<file path="src/rtl/cla_pkg.sv">
// Shared helpers for the pipelined carry-lookahead adder: width derivation
// and a ceiling-log2 for callers that need counter widths.
package cla_pkg;

  function automatic int clog2(input int n);
    int r;
    int v;
    r = 0;
    v = n - 1;
    while (v > 0) begin
      r = r + 1;
      v = v >> 1;
    end
    return r;
  endfunction

  function automatic int slice_w(input int width, input int stages);
    return width / stages;
  endfunction

  function automatic int ngroups(input int width, input int stages, input int block);
    return (width / stages) / block;
  endfunction

endpackage

</file>
<file path="src/rtl/pipelined_cla_adder_if.sv">
// Operand/result stream bundle for the pipelined CLA adder; the adder is the
// slave (consumes operands, produces results).
interface pipelined_cla_adder_if #(
  parameter int WIDTH = 32
);
  logic             in_valid;
  logic             in_ready;
  logic [WIDTH-1:0] a;
  logic [WIDTH-1:0] b;
  logic             cin;
  logic             sub;
  logic             out_valid;
  logic             out_ready;
  logic [WIDTH-1:0] sum;
  logic             cout;
  logic             ovf;
  logic             zero;

  modport master (
    output in_valid, a, b, cin, sub, out_ready,
    input  in_ready, out_valid, sum, cout, ovf, zero
  );

  modport slave (
    input  in_valid, a, b, cin, sub, out_ready,
    output in_ready, out_valid, sum, cout, ovf, zero
  );
endinterface

</file>
<file path="src/rtl/cla_group.sv">
// Combinational BLOCK-bit carry-lookahead group: every internal carry is a
// flat sum of generate/propagate products, plus group G/P for the next level.
module cla_group #(
  parameter int BLOCK = 4
) (
  input  logic [BLOCK-1:0] a_i,
  input  logic [BLOCK-1:0] b_i,
  input  logic             cin_i,
  output logic [BLOCK-1:0] sum_o,
  output logic             g_o,
  output logic             p_o
);
  logic [BLOCK-1:0] g;
  logic [BLOCK-1:0] p;
  logic [BLOCK-1:0] c;

  assign g = a_i & b_i;
  assign p = a_i ^ b_i;

  always_comb begin
    logic acc;
    acc = 1'b0;
    c   = '0;
    g_o = 1'b0;
    for (int i = 0; i < BLOCK; i++) begin
      acc = cin_i;
      for (int m = 0; m < i; m++) acc = acc & p[m];
      c[i] = acc;
      for (int j = 0; j < i; j++) begin
        acc = g[j];
        for (int m = j + 1; m < i; m++) acc = acc & p[m];
        c[i] = c[i] | acc;
      end
    end
    for (int j = 0; j < BLOCK; j++) begin
      acc = g[j];
      for (int m = j + 1; m < BLOCK; m++) acc = acc & p[m];
      g_o = g_o | acc;
    end
  end

  assign p_o   = &p;
  assign sum_o = p ^ c;
endmodule

</file>
<file path="src/rtl/pipelined_cla_adder.sv">
// Pipelined CLA adder/subtractor: one SLICE-bit lookahead slice per stage,
// carry and high operand bits skewed forward, valid/ready with bubble collapse.
module pipelined_cla_adder
  import cla_pkg::*;
#(
  parameter int WIDTH  = 32,
  parameter int STAGES = 2,
  parameter int BLOCK  = 4
) (
  input logic                 clk,
  input logic                 rst,
  pipelined_cla_adder_if.slave bus
);
  localparam int SLICE = slice_w(WIDTH, STAGES);
  localparam int NG    = ngroups(WIDTH, STAGES, BLOCK);

  typedef struct packed {
    logic             vld;
    logic [WIDTH-1:0] sum;
    logic [WIDTH-1:0] a;
    logic [WIDTH-1:0] b;
    logic             c;
    logic             ovf;
    logic             zero;
  } stage_t;

  stage_t            st_q [STAGES];
  stage_t            st_d [STAGES];
  logic [STAGES-1:0] free;

  // A stage may load when it is empty or its content moves on this edge.
  always_comb begin
    free = '0;
    free[STAGES-1] = !st_q[STAGES-1].vld || bus.out_ready;
    for (int k = STAGES - 2; k >= 0; k--) free[k] = !st_q[k].vld || free[k+1];
  end

  assign bus.in_ready = free[0];

  for (genvar k = 0; k < STAGES; k++) begin : g_stg
    logic [WIDTH-1:0] xa, xb, psum, nsum;
    logic             xc, sv, novf, nzero;
    logic [SLICE-1:0] sa, sb, ss;
    logic [NG-1:0]    gg, gp;
    logic [NG:0]      gc;

    if (k == 0) begin : g_src
      // b is inverted once at accept; later slices see the skewed copy.
      assign xa   = bus.a;
      assign xb   = bus.sub ? ~bus.b : bus.b;
      assign xc   = bus.sub | bus.cin;
      assign psum = '0;
      assign sv   = bus.in_valid;
    end else begin : g_src
      assign xa   = st_q[k-1].a;
      assign xb   = st_q[k-1].b;
      assign xc   = st_q[k-1].c;
      assign psum = st_q[k-1].sum;
      assign sv   = st_q[k-1].vld;
    end

    assign sa = xa[k*SLICE +: SLICE];
    assign sb = xb[k*SLICE +: SLICE];

    always_comb begin
      logic acc;
      acc = 1'b0;
      gc  = '0;
      for (int j = 0; j <= NG; j++) begin
        acc = xc;
        for (int m = 0; m < j; m++) acc = acc & gp[m];
        gc[j] = acc;
        for (int i = 0; i < j; i++) begin
          acc = gg[i];
          for (int m = i + 1; m < j; m++) acc = acc & gp[m];
          gc[j] = gc[j] | acc;
        end
      end
    end

    for (genvar j = 0; j < NG; j++) begin : g_grp
      cla_group #(.BLOCK(BLOCK)) u_grp (
        .a_i   (sa[j*BLOCK +: BLOCK]),
        .b_i   (sb[j*BLOCK +: BLOCK]),
        .cin_i (gc[j]),
        .sum_o (ss[j*BLOCK +: BLOCK]),
        .g_o   (gg[j]),
        .p_o   (gp[j])
      );
    end

    always_comb begin
      nsum = psum;
      nsum[k*SLICE +: SLICE] = ss;
    end

    // Carry into the slice MSB is recovered from its sum bit; only the last
    // stage's flags reach the outputs.
    assign novf  = (sa[SLICE-1] ^ sb[SLICE-1] ^ ss[SLICE-1]) ^ gc[NG];
    assign nzero = ~|nsum;

    assign st_d[k] = '{vld: sv, sum: nsum, a: xa, b: xb, c: gc[NG], ovf: novf, zero: nzero};
  end

  always_ff @(posedge clk) begin
    for (int k = 0; k < STAGES; k++) begin
      if (rst) begin
        st_q[k] <= '0;
      end else if (free[k]) begin
        st_q[k].vld <= st_d[k].vld;
        if (st_d[k].vld) st_q[k] <= st_d[k];
      end
    end
  end

  assign bus.out_valid = st_q[STAGES-1].vld;
  assign bus.sum       = st_q[STAGES-1].sum;
  assign bus.cout      = st_q[STAGES-1].c;
  assign bus.ovf       = st_q[STAGES-1].ovf;
  assign bus.zero      = st_q[STAGES-1].zero;
endmodule

</file>
<file path="src/flat_wrapper.sv">
// flat-port wrapper written by rule: the top's interface ports become plain ports
module pipelined_cla_adder_flat import cla_pkg::*;
#(
  parameter int WIDTH  = 32,
  parameter int STAGES = 2,
  parameter int BLOCK  = 4
)
  (clk, rst, bus_in_valid, bus_a, bus_b, bus_cin, bus_sub, bus_out_ready, bus_in_ready, bus_out_valid, bus_sum, bus_cout, bus_ovf, bus_zero);
  pipelined_cla_adder_if #(.WIDTH(WIDTH)) bus_i ();
  input logic clk;
  input logic rst;
  input wire logic [$bits(bus_i.in_valid)-1:0] bus_in_valid;
  input wire logic [$bits(bus_i.a)-1:0] bus_a;
  input wire logic [$bits(bus_i.b)-1:0] bus_b;
  input wire logic [$bits(bus_i.cin)-1:0] bus_cin;
  input wire logic [$bits(bus_i.sub)-1:0] bus_sub;
  input wire logic [$bits(bus_i.out_ready)-1:0] bus_out_ready;
  output wire logic [$bits(bus_i.in_ready)-1:0] bus_in_ready;
  output wire logic [$bits(bus_i.out_valid)-1:0] bus_out_valid;
  output wire logic [$bits(bus_i.sum)-1:0] bus_sum;
  output wire logic [$bits(bus_i.cout)-1:0] bus_cout;
  output wire logic [$bits(bus_i.ovf)-1:0] bus_ovf;
  output wire logic [$bits(bus_i.zero)-1:0] bus_zero;
  assign bus_i.in_valid = bus_in_valid;
  assign bus_i.a = bus_a;
  assign bus_i.b = bus_b;
  assign bus_i.cin = bus_cin;
  assign bus_i.sub = bus_sub;
  assign bus_i.out_ready = bus_out_ready;
  assign bus_in_ready = bus_i.in_ready;
  assign bus_out_valid = bus_i.out_valid;
  assign bus_sum = bus_i.sum;
  assign bus_cout = bus_i.cout;
  assign bus_ovf = bus_i.ovf;
  assign bus_zero = bus_i.zero;
  pipelined_cla_adder #(.WIDTH(WIDTH), .STAGES(STAGES), .BLOCK(BLOCK)) u_core (.clk(clk), .rst(rst), .bus(bus_i));
endmodule
</file>
<file path="config.mk">
export PLATFORM = sky130hd
export DESIGN_NAME = pipelined_cla_adder_flat
export DESIGN_NICKNAME = d
export VERILOG_FILES = /design/src/rtl/cla_pkg.sv /design/src/rtl/pipelined_cla_adder_if.sv /design/src/rtl/cla_group.sv /design/src/rtl/pipelined_cla_adder.sv /design/src/flat_wrapper.sv
export SDC_FILE = /design/constraint.sdc
export NUM_CORES = 1
export LEC_CHECK = 0
export ABC_AREA = 1
export CAP_MARGIN = 10
export CORE_MARGIN = 2
export CORE_UTILIZATION = 45
export CTS_CLUSTER_DIAMETER = 120
export DETAILED_ROUTE_END_ITERATION = 10
export GPL_ROUTABILITY_DRIVEN = 1
export HOLD_SLACK_MARGIN = 0.02
export MAX_ROUTING_LAYER = met4
export PLACE_DENSITY = 0.74
export SYNTH_ARGS = -nofsm -noshare
export SYNTH_HDL_FRONTEND = slang
export SYNTH_HIERARCHICAL = 1
export SYNTH_SLANG_ARGS = --single-unit
</file>
<file path="constraint.sdc">
create_clock -name clk -period 2.93 [get_ports clk]
set_clock_uncertainty 0.15 [all_clocks]
set_input_delay 0.293 -clock clk [delete_from_list [all_inputs] [get_ports clk]]
set_output_delay 0.293 -clock clk [all_outputs]
set_load 0.005 [all_outputs]
</file>
# --- Word level (Yosys, flattened, before mapping) ---
# Memories as Yosys holds them, arrays and structs flattened.
# Index checks and enable logic that the tools add are counted.
op_classes:
  reduce_logical: 16
  bitwise_logic: 222
  muxes: 23
ops:
  columns: ["operator", "count"]
  rows:
  - ["two-way mux 99 bit", 2]
  - ["OR 1 bit", 99]
  - ["AND 1 bit", 92]
  - ["XOR 4 bit", 16]
  - ["AND 4 bit", 8]
  - ["two-way mux 32 bit", 1]
  - ["inverter 32 bit", 1]
  - ["AND reduction 4 bit", 8]
  - ["OR reduction 32 bit", 1]
  - ["two-way mux 1 bit", 20]
  - ["OR reduction 16 bit", 1]
  - ["XOR 1 bit", 6]
  - ["zero test 1 bit", 4]
  - ["logical OR 1 bit", 2]
word_totals:
  ff_bits: 0
  output_inout_bits: 37
  mem_count: 1
  wordCells: 262
  input_bits: 70
  ram_bits: 200
mem_list:
  columns: ["memory", "words", "word_bits", "read_ports", "rd_clocked_by_memory_dff", "write_ports", "line_no", "text"]
  rows:
  - ["u_core.st_q", 2, 100, 2, 0, 2, "pipelined_cla_adder.sv:27", "stage_t st_q [STAGES];"]

# --- Longest topological paths before layout ---
# Gate-level depths: netlist (run 1).
depth:
  ltp_word: 24
  depth_mapped: 19
  mapped_depth_nobuf: 19

# --- By module ---
# Netlist (run 1), hierarchy kept.
modules_own_cells:
  columns: ["mod", "area_per_inst_um2", "n_inst", "cells_per_inst", "seq_area_each_um2"]
  rows:
  - ["pipelined_cla_adder", 3876.2, 1, 331, 2582.5]
  - ["cla_group at u_core.g_stg[0].g_grp[3].u_grp ...", 216.5, 3, 34, 0.0]
  - ["cla_group at u_core.g_stg[0].g_grp[0].u_grp ...", 201.4, 3, 30, 0.0]
  - ["cla_group at u_core.g_stg[1].g_grp[2].u_grp ...", 214.0, 2, 34, 0.0]

# --- Least setup slack after synthesis (run 1) ---
# Ideal clock, no wire load.
synth_timing:
  kind: "input to register"
  start: "in bus_sub"
  end: "mem u_core/st_q[0][76] in the netlist's numbering, data pin"
  stages: 14
  arrival_ns: 2.472
  setup_time_ns: 0.252
  required_ns: 2.528
  path_buffers: 2
  setup_slack_ns: 0.056
  cell_sequence: "buf_2 > buf_4 > xor2_1 > ha_1 > nand2_2 > nand2_1 > a31oi_1 > nand2_1 > a21o_1 > a21o_1 > fa_1 > xor2_1 > inv_1 > nor2_4"
synth_rtl:
  columns: ["item", "line_no", "text"]
  rows:
  - ["start, declared", "flat_wrapper.sv:16", "input wire logic [$bits(bus_i.sub)-1:0] bus_sub;"]
  - ["end, declared", "pipelined_cla_adder.sv:27", null]

==> summary by stage, run 1 <==
Run status
The flow ran to the end, and the final reports show no timing, DRC or antenna violations.

Setup path
Among the stages of the critical path, the cell type that occurs most often is nand2_1. The highest fanout seen on the critical path is 3. Measured in cells, the most critical reg-to-reg path has a length of 16.

In this design, the largest share of critical-path delay is due to simple AND/OR/NAND/NOR gates. Data on the critical path arrives at its endpoint at 2.78 ns. The worst setup path startpoint is u_core/st_q[0][52]$_SDFFCE_PN0P_. In this run the worst setup path terminates at u_core/st_q[1][0]$_SDFFCE_PN0P_. The data required time at the worst endpoint is 2.87 ns. The cell at the slowest stage of the critical path is edfxtp_1. The origin of the critical flop-to-flop path is u_core/st_q[0][52]$_SDFFCE_PN0P_. The critical path crosses 16 cells after its start point.

The signal on the critical path passes through ha_4 > nand2_2 > nand2_1 > a31oi_1 > nand2_1 > a21o_1 > buf_4 > ha_1 > nand2_1 > nand3_2 > xor2_1 > inv_1 > nand3_1 > nor3_2 > nand4_1 > nor2_1. The end of the worst register-to-register path is u_core/st_q[1][0]$_SDFFCE_PN0P_. The critical path class is flip-flop to flip-flop. The worst setup path is captured at a flip-flop. Together, buffers and inverters on the worst path number 2. The register-to-register setup slack is 0.09 ns.

The biggest cell delay along the critical path is 0.42 ns. The worst setup path is launched from a flip-flop.

Synthesis
The number of distinct standard cells referenced by the synthesized netlist is 25. The area fraction of the dominant cell type after synthesis is 46.47%. The area of the mapped netlist is 5558 sq um.

Synthesis produced a netlist whose cell count is 591. Of the total synthesized cell area, the portion taken by full adders, half adders and majority gates is 11.89%. The synthesized-area fraction occupied by ao, oa, aoi and oai cells is 1.711%. The sequential-to-total area share from yosys stat is 46.47%. The number of nets handed over by synthesis was 709. The count of flip-flops with a built-in enable after synthesis is 86. Measured against the total synthesized area, the mux share comes to 0%.

The area fraction in and, or, nand and nor cells after synthesis is 21.84%. Of all flip-flops after synthesis, the portion carrying an async set or reset was 0%. The average instance area after synthesis is 9.404 sq um. After synthesis, the largest family of logic cells by area is simple AND/OR/NAND/NOR gates. Summed over all instances, the cell type with the most area after synthesis is edfxtp_1. For this run, the leading register cell type out of synthesis is edfxtp_1. Sorting the synthesized cells by area gives the leading types as edfxtp_1, ha_1, inv_1. Yosys printed 6 warnings.

Counting flops and latches in the post-synthesis netlist gives 86. Summing the areas of all xor and xnor instances in the mapped netlist gives 7.879% of the synthesized area.

Drt
The count of TritonRoute iterations in the first routing pass is 5. The violation count after the first detailed-routing iteration is 261. The DRC violation count after routing is 0. The ratio of routed vias to standard cells is 4.732. Once detail routing completed, the nets flagged for antenna violations numbered 0. The routed wire length is 10,870 um. The routed wire length per instance is 12.61 um. For this block, the via count after detailed routing is 4,079.

Flow run
Across the run, the number of max-cap violations was 0.

STA
For the pin with the worst max-slew slack, the measured transition is 0.6572 ns. The maximum clock frequency is 351.7 MHz. The final sum of negative setup slack is 0 ns. Headroom to the max-slew limit came out at 56.19%. Setup repair after global routing could not meet its margin everywhere. The number of hold violations in the final report is 0. The share of the clock period used by the worst path is 97.03%. The total count of max-transition violations in the final report is 0. The final count of negative-setup-slack endpoints is 0. The clock period could shrink to 2.843 ns.

Pwr
The leakage power is 3.229 nW. Sequential cells burn 43.1% of the power. The analysis attributes to net switching a power of 1.029 mW. Of the total power, combinational logic draws 27.2%. VDD sags by at most 0.2861 mV. For this design the ratio of total power to cell area is 490.2 nW/um^2. The fraction of power spent switching nets is 29.14%.

Of the total power, the clock network draws 29.7%. The cell internal power dissipation is 2.503 mW.

Min path
The cell depth of the worst min-delay path is 2. The type of the worst min-delay path is flip-flop to flip-flop.

Finish
The register with the most flip-flops in the layout has 86 of them. The fill cell instance count of the final layout is 1,032. Relative to the synthesized area, the layout overhead comes to 29.67%. The finished layout cell area is 7207 sq um. The largest registers in the layout are u_core/st_q: 86 flops.

The number of antenna repair diodes is 0. The register bank with the most flops is u_core/st_q. The most frequent standard cell in the layout excluding fill and tap cells is inv_1. The share of cells above drive strength 1 is 11.89%. In the layout the commonest cells are inv_1, clkdlybuf4s50_1, nand2_1. The net count of the finished layout is 828.

Clock tree
The H-tree level count is 3. Clock latency on the worst-skew pair, taken at its later pin, is 0.34 ns. The clock tree from TritonCTS is yes. The number of buffers inserted for hold repair after clock tree synthesis is 0. The clock slew seen by the registers of the worst setup and hold paths is 0.06 ns.

The clock passes through at most 2 buffers. The number of clock buffers inserted by TritonCTS is 9. The clock sink count is 86. The cell sitting at the root of the clock tree is a clkbuf_16.

Floorplan
During I/O placement, the number of pins put on the boundary was 107. The die is 115.1 um wide. The area of the core is 12,010 sq um. The full die area is 13,260 sq um. Once the floorplan was initialized, standard cells occupied 46.27% of the core.

The floorplan has 40 rows. The die is 115.1 um tall.

Placement
The total half-perimeter wirelength after legalization and detailed placement is 8510 um. The count of buffers added on input and output ports is 106. The routability congestion estimate from global placement is 0.8822. The cell area reported after detailed placement is 6837 sq um.

Global route
Entering global routing, the biggest net connects 50 pins. The initial antenna violation count is 0. The via count of the first global-routing pass came to 3,934.

In the global route stage, overall resource usage came out at 17.64%. The global-route wire length before repair is 17,970 um. The total grt overflow is 0.
how the worst min path moves through the flow:
stage | end | start | slack [ns]
finish | u_core/st_q[1][69]$_SDFFCE_PN0P_ | u_core/st_q[0][69]$_SDFFCE_PN0P_ | 0.43
global route | u_core/st_q[1][74]$_SDFFCE_PN0P_ | u_core/st_q[0][74]$_SDFFCE_PN0P_ | 0.45
CTS | u_core/st_q[1][69]$_SDFFCE_PN0P_ | u_core/st_q[0][69]$_SDFFCE_PN0P_ | 0.43
detailed placement | u_core/st_q[1][69]$_SDFFCE_PN0P_ | u_core/st_q[0][69]$_SDFFCE_PN0P_ | 0.41
global placement | u_core/st_q[1][68]$_SDFFCE_PN0P_ | u_core/st_q[0][68]$_SDFFCE_PN0P_ | 0.41
floorplan | u_core/st_q[0][99]$_DFFE_PP_ | rst | 0.34
worst min-delay path, delay by kind of cell, from the launching register on:
family	cells	cell delay (ns)
simple gates	1	0.09
buf+inv	1	0.04
flops	1	0.34
cell families (layout without fill, tap and decap cells):
family                     Yosys count  after routing
AOI/OAI and AO/OA                   15             15
xor gates and xnor gates            50             50
adders and majority gates           48             48
buffers and inverters              137            261
DFF                                 86             86
and+or+nand+nor                    255            255
synthesized netlist by cell type (2+ instances only):
cell type and number:
a21o_1 4, a21oi_1 3, a31oi_1 8, buf_2 10, buf_4 2, clkbuf_2 6
edfxtp_1 86, fa_1 8, ha_1 40, inv_1 114, inv_2 2, nand2_1 91
nand2_2 7, nand3_1 29, nand3_2 9, nand4_1 16, nor2_1 84, nor2_4 12
nor4_1 6, xnor2_1 22, xor2_1 28
per-stage QoR:
| stage | instances | worst slack [ns] | hold slack [ns] | power, mW | util [%] |
|---|---|---|---|---|---|
| after floorplan | 591 | 0.05605 | 0.3408 | 2.123 | - |
| after global placement | 844 | -0.01971 | 0.4117 | 2.445 | 56.92 |
| final | 862 | 0.08688 | 0.4345 | 3.533 | 60.00 |
| after global routing | 862 | -0.1309 | 0.4533 | 3.736 | 60.00 |
| after CTS | 860 | 0.01601 | 0.4301 | 3.522 | 59.26 |
| after detailed placement | 844 | -0.06302 | 0.4127 | 2.474 | 56.92 |
per-layer routing:
metal  track usage, %  wire length (um)  share of wire (%)
met1            23.38              4907                 45
met2            28.27              5326                 49
met3            2.319               492                4.5
met4            5.703               145                1.3
met5                -                 0                  0
power by group through the flow:
stage	logic, mW	clock network [mW]	registers [mW]
after floorplan	0.587	0	1.54
after global placement	0.903	0	1.54
after detailed placement	0.928	0	1.55
after CTS	0.934	1.07	1.52
after global routing	1.08	1.13	1.53
final	0.961	1.05	1.52
repair_timing:
| item | 4_1_cts | 5_1_grt |
|---|---|---|
| setup endpoints to repair | 0 | 2 |
| resized for setup | 0 | 16 |
| buffers inserted | 0 | 2 |
area by class of cell:
class	instances	area, sq um	share of cell area (%)
flip-flops and latches	86	2582	35.83
multi-input cells	368	2484	34.46
repair buffers	128	1234	17.12
well taps	147	183.9	2.552
clock buffers	9	225.2	3.125
inverters	117	441.7	6.128
clock inverters	7	56.30	0.7813
(Power assumes the default switching activity.)
==> run 2, diff against run 1 <==
--- a/config.mk
+++ b/config.mk
@@ -8,13 +8,13 @@
 export ABC_AREA = 1
 export CAP_MARGIN = 10
 export CORE_MARGIN = 2
-export CORE_UTILIZATION = 45
+export CORE_UTILIZATION = 35
 export CTS_CLUSTER_DIAMETER = 120
 export DETAILED_ROUTE_END_ITERATION = 10
 export GPL_ROUTABILITY_DRIVEN = 1
 export HOLD_SLACK_MARGIN = 0.02
 export MAX_ROUTING_LAYER = met4
-export PLACE_DENSITY = 0.74
+export SLEW_MARGIN = 20
 export SYNTH_ARGS = -nofsm -noshare
 export SYNTH_HDL_FRONTEND = slang
 export SYNTH_HIERARCHICAL = 1
==> summary by stage, run 2 (synthesized netlist as in run 1, its figures left out) <==
Run status
The flow ran to the end, and the final reports show no timing, DRC or antenna violations.

Placement
The total half-perimeter wirelength after legalization and detailed placement is 8934 um (+5.0%). The port buffer count is 106 (unchanged). The routability congestion estimate from global placement is 0.8313 (-5.8%). The number of cells after detailed placement came to 918 (+8.8%).

Finish
The final cell utilization of the core is 46.77% (-13 points). Leaving out fill and tap cells, the most frequent cell in the layout is inv_1. The number of antenna repair diodes came to 0 (unchanged). The fill cell instance count of the final layout came to 1,475 (+43%). The top cell types in the final layout, fill and taps aside, are inv_1, clkdlybuf4s50_1, nand2_1. The share of cells above drive strength 1 came to 12.10% (+0.21 points). The flip-flop count of the largest register after layout is 86 (unchanged). The register area is 2582 sq um (unchanged). In the final layout, the registers with the most flip-flops are u_core/st_q: 86 flops.

The area used by multi-input combinational logic is 2486 sq um (+0.10%). The synthesis-to-finish area growth is 32.22%. The layout net count is 832 (+0.48%). The count of placed standard cells in the final layout, fillers left out came to 935 (+8.5%). Ranked by flip-flop count, first place goes to u_core/st_q.

Flow run
The number of violations of the max-capacitance limit came to 0 (unchanged).

Global route
The global-route wire length before repair is 18,550 um (+3.2%). The overall global routing resource usage came to 14.24% (-3.4 points). The total grt overflow was 0 (unchanged). The largest net degree at the start of global routing is 50 (unchanged). The initial antenna violation count is 0 (unchanged). The via count of the first global-routing pass came to 4,068 (+3.4%).

Floorplan
The die extent in x came to 130.0 um (+13%). The full die area is 16,900 sq um (+28%). The boundary pin count was 107 (unchanged). The number of standard-cell rows in the floorplan is 46 (+15%). The height of the die is 130.0 um (+13%). The area of the core is 15,710 sq um (+31%).

The initial core utilization came to 35.37% (-11 points).

Clock tree
The latest clock arrival within the worst-skew pair was 0.33 ns (about the same). The clock sink count is 86 (unchanged). The clock tree from TritonCTS is yes.

The clock slew seen by the registers of the worst setup and hold paths was 0.06 ns (about the same). The number of clock buffers inserted by TritonCTS came to 9 (unchanged). In this run the clock root is driven by a clkbuf_16. The clock tree buffer depth is 2 (unchanged). The number of buffers inserted for hold repair after clock tree synthesis is 0 (unchanged). The H-tree level count is 3 (unchanged).

Pwr
The power density over the cells is 489.2 nW/um^2 (-0.19%). The leakage power was 3.262 nW (+1.0%). The maximum vdd drop was 0.2455 mV (-14%).

STA
The total count of max-transition violations in the final report came to 0 (unchanged). The share of the clock period used by the worst path is 93.64% (-3.4 points). The smallest hold slack is 0.4366 ns (+0.002064 ns). The final count of negative-setup-slack endpoints is 0 (unchanged).

The remaining max-slew budget at the tightest pin is 56.54% (+0.36 points). The transition time at the pin with the least slew margin is 0.6518 ns (-0.005379 ns). The minimum period implied by the final worst setup slack is 2.744 ns (-0.09959 ns). Setup repair after global routing could not meet its margin everywhere.

The final sum of negative setup slack is 0 ns (unchanged). The number of hold violations in the final report is 0 (unchanged). The maximum clock frequency is 364.5 MHz (+3.6%).

Setup path
The worst setup path is launched from a flip-flop. The biggest cell delay along the critical path came to 0.42 ns (about the same). The signal on the critical path passes through ha_4 > nand2_2 > nand2_1 > a31oi_1 > nand2_1 > nand2_1 > nand4_1 > ha_2 > nand3_1 > nand4_1 > nand2_1 > nand2_2 > nor4_1 > nand4_1 > nor2_1.

The highest fanout seen on the critical path is 5 (+2). The count of buffering cells on the critical path with inverters included is 0 (-2). Among all stages on the critical path, the largest delay is contributed by edfxtp_1. The critical path arrival is 2.78 ns (about the same).

The data required time at the worst endpoint is 2.97 ns (+0.10 ns). The most common cell type on the critical path is nand2_1. The worst setup path is of the flip-flop to flip-flop kind. The nature of the critical path endpoint is a flip-flop. The cell family contributing the most delay on the critical path is simple AND/OR/NAND/NOR gates.

Drt
The count of TritonRoute iterations in the first routing pass is 4 (-1). The via count of the routed design is 4,063 (-0.39%). The ratio of routed vias to standard cells is 4.345 (-8.2%). The routed wire length per instance is 12.14 um (-3.8%). The routed wire length came to 11,350 um (+4.4%). The violation count after the first detailed-routing iteration was 181 (-31%). The remaining number of nets flagged by the antenna check after routing is 0 (unchanged). The DRC violation count after routing came to 0 (unchanged).

Min path
In this run the worst hold path is classified as flip-flop to flip-flop.
==> run 2: cell types whose count changed in the layout (fill, tap and decap cells not counted), sizes merged <==
cell      delta
inv          -2
clkinv       +2
clkinvlp     -2
buf          +4
clkbuf       +1
bufinv       +1
==> run 2: cell type report <==
type,count,share of cell area [%]
clock buffers,10,3.116
clock inverters,6,0.8514
inverters,117,6.011
multi-input cells,368,33.83
flip-flops and latches,86,35.14
well taps,216,3.678
repair buffers,132,17.37
==> run 2: repair_timing <==
action | CTS | global route
endpoints found under the hold margin | 0 | 0
setup buffers | 0 | 1
gates resized for setup | 1 | 13
pin swaps | 1 | 8
gates cloned | 0 | 0
setup endpoints to repair | 1 | 2
==> run 2: metal layers <==
metal | share of wire, % | wire, um | track usage, %
met5 | 0 | 0 | -
met4 | 0.68 | 77 | 3.669
met3 | 4.0 | 458 | 2.993
met2 | 47 | 5368 | 23.22
met1 | 48 | 5443 | 18.16
==> run 2: worst paths after layout <==
kind / startpoint / to / slack [ns] / cells after the start
min reg2reg: u_core/st_q[0][67]$_SDFFCE_PN0P_ / u_core/st_q[1][67]$_SDFFCE_PN0P_ / 0.44 / 2
max reg2reg: u_core/st_q[0][56]$_SDFFCE_PN0P_ / u_core/st_q[1][0]$_SDFFCE_PN0P_ / 0.19 / 15
max: u_core/st_q[0][56]$_SDFFCE_PN0P_ / u_core/st_q[1][0]$_SDFFCE_PN0P_ / 0.19 / 15
min: u_core/st_q[0][67]$_SDFFCE_PN0P_ / u_core/st_q[1][67]$_SDFFCE_PN0P_ / 0.44 / 2
==> run 2: power by group <==
group	switching, mW	internal, mW	total (mW)
Combinational	0.514	0.460	0.974
Sequential	0.0508	1.47	1.52
Clock	0.440	0.657	1.10
Total	1.01	2.59	3.59
==> run 2: per-stage QoR <==
stage	power (mW)	setup slack [ns]	instance area, sq um
3_3_place_gp	2.470	-0.03017	6973
5_1_grt	3.819	-0.0004727	7348
4_1_cts	3.610	0.02233	7277
3_5_place_dp	2.492	-0.06867	6973
6_report	3.595	0.1865	7348
2_1_floorplan	2.123	0.05605	5558
==> run 2: worst min-delay path, stage by stage (launching register included) <==
cell      delay, ns
edfxtp_1       0.34
inv_1          0.04
nor2_1         0.09
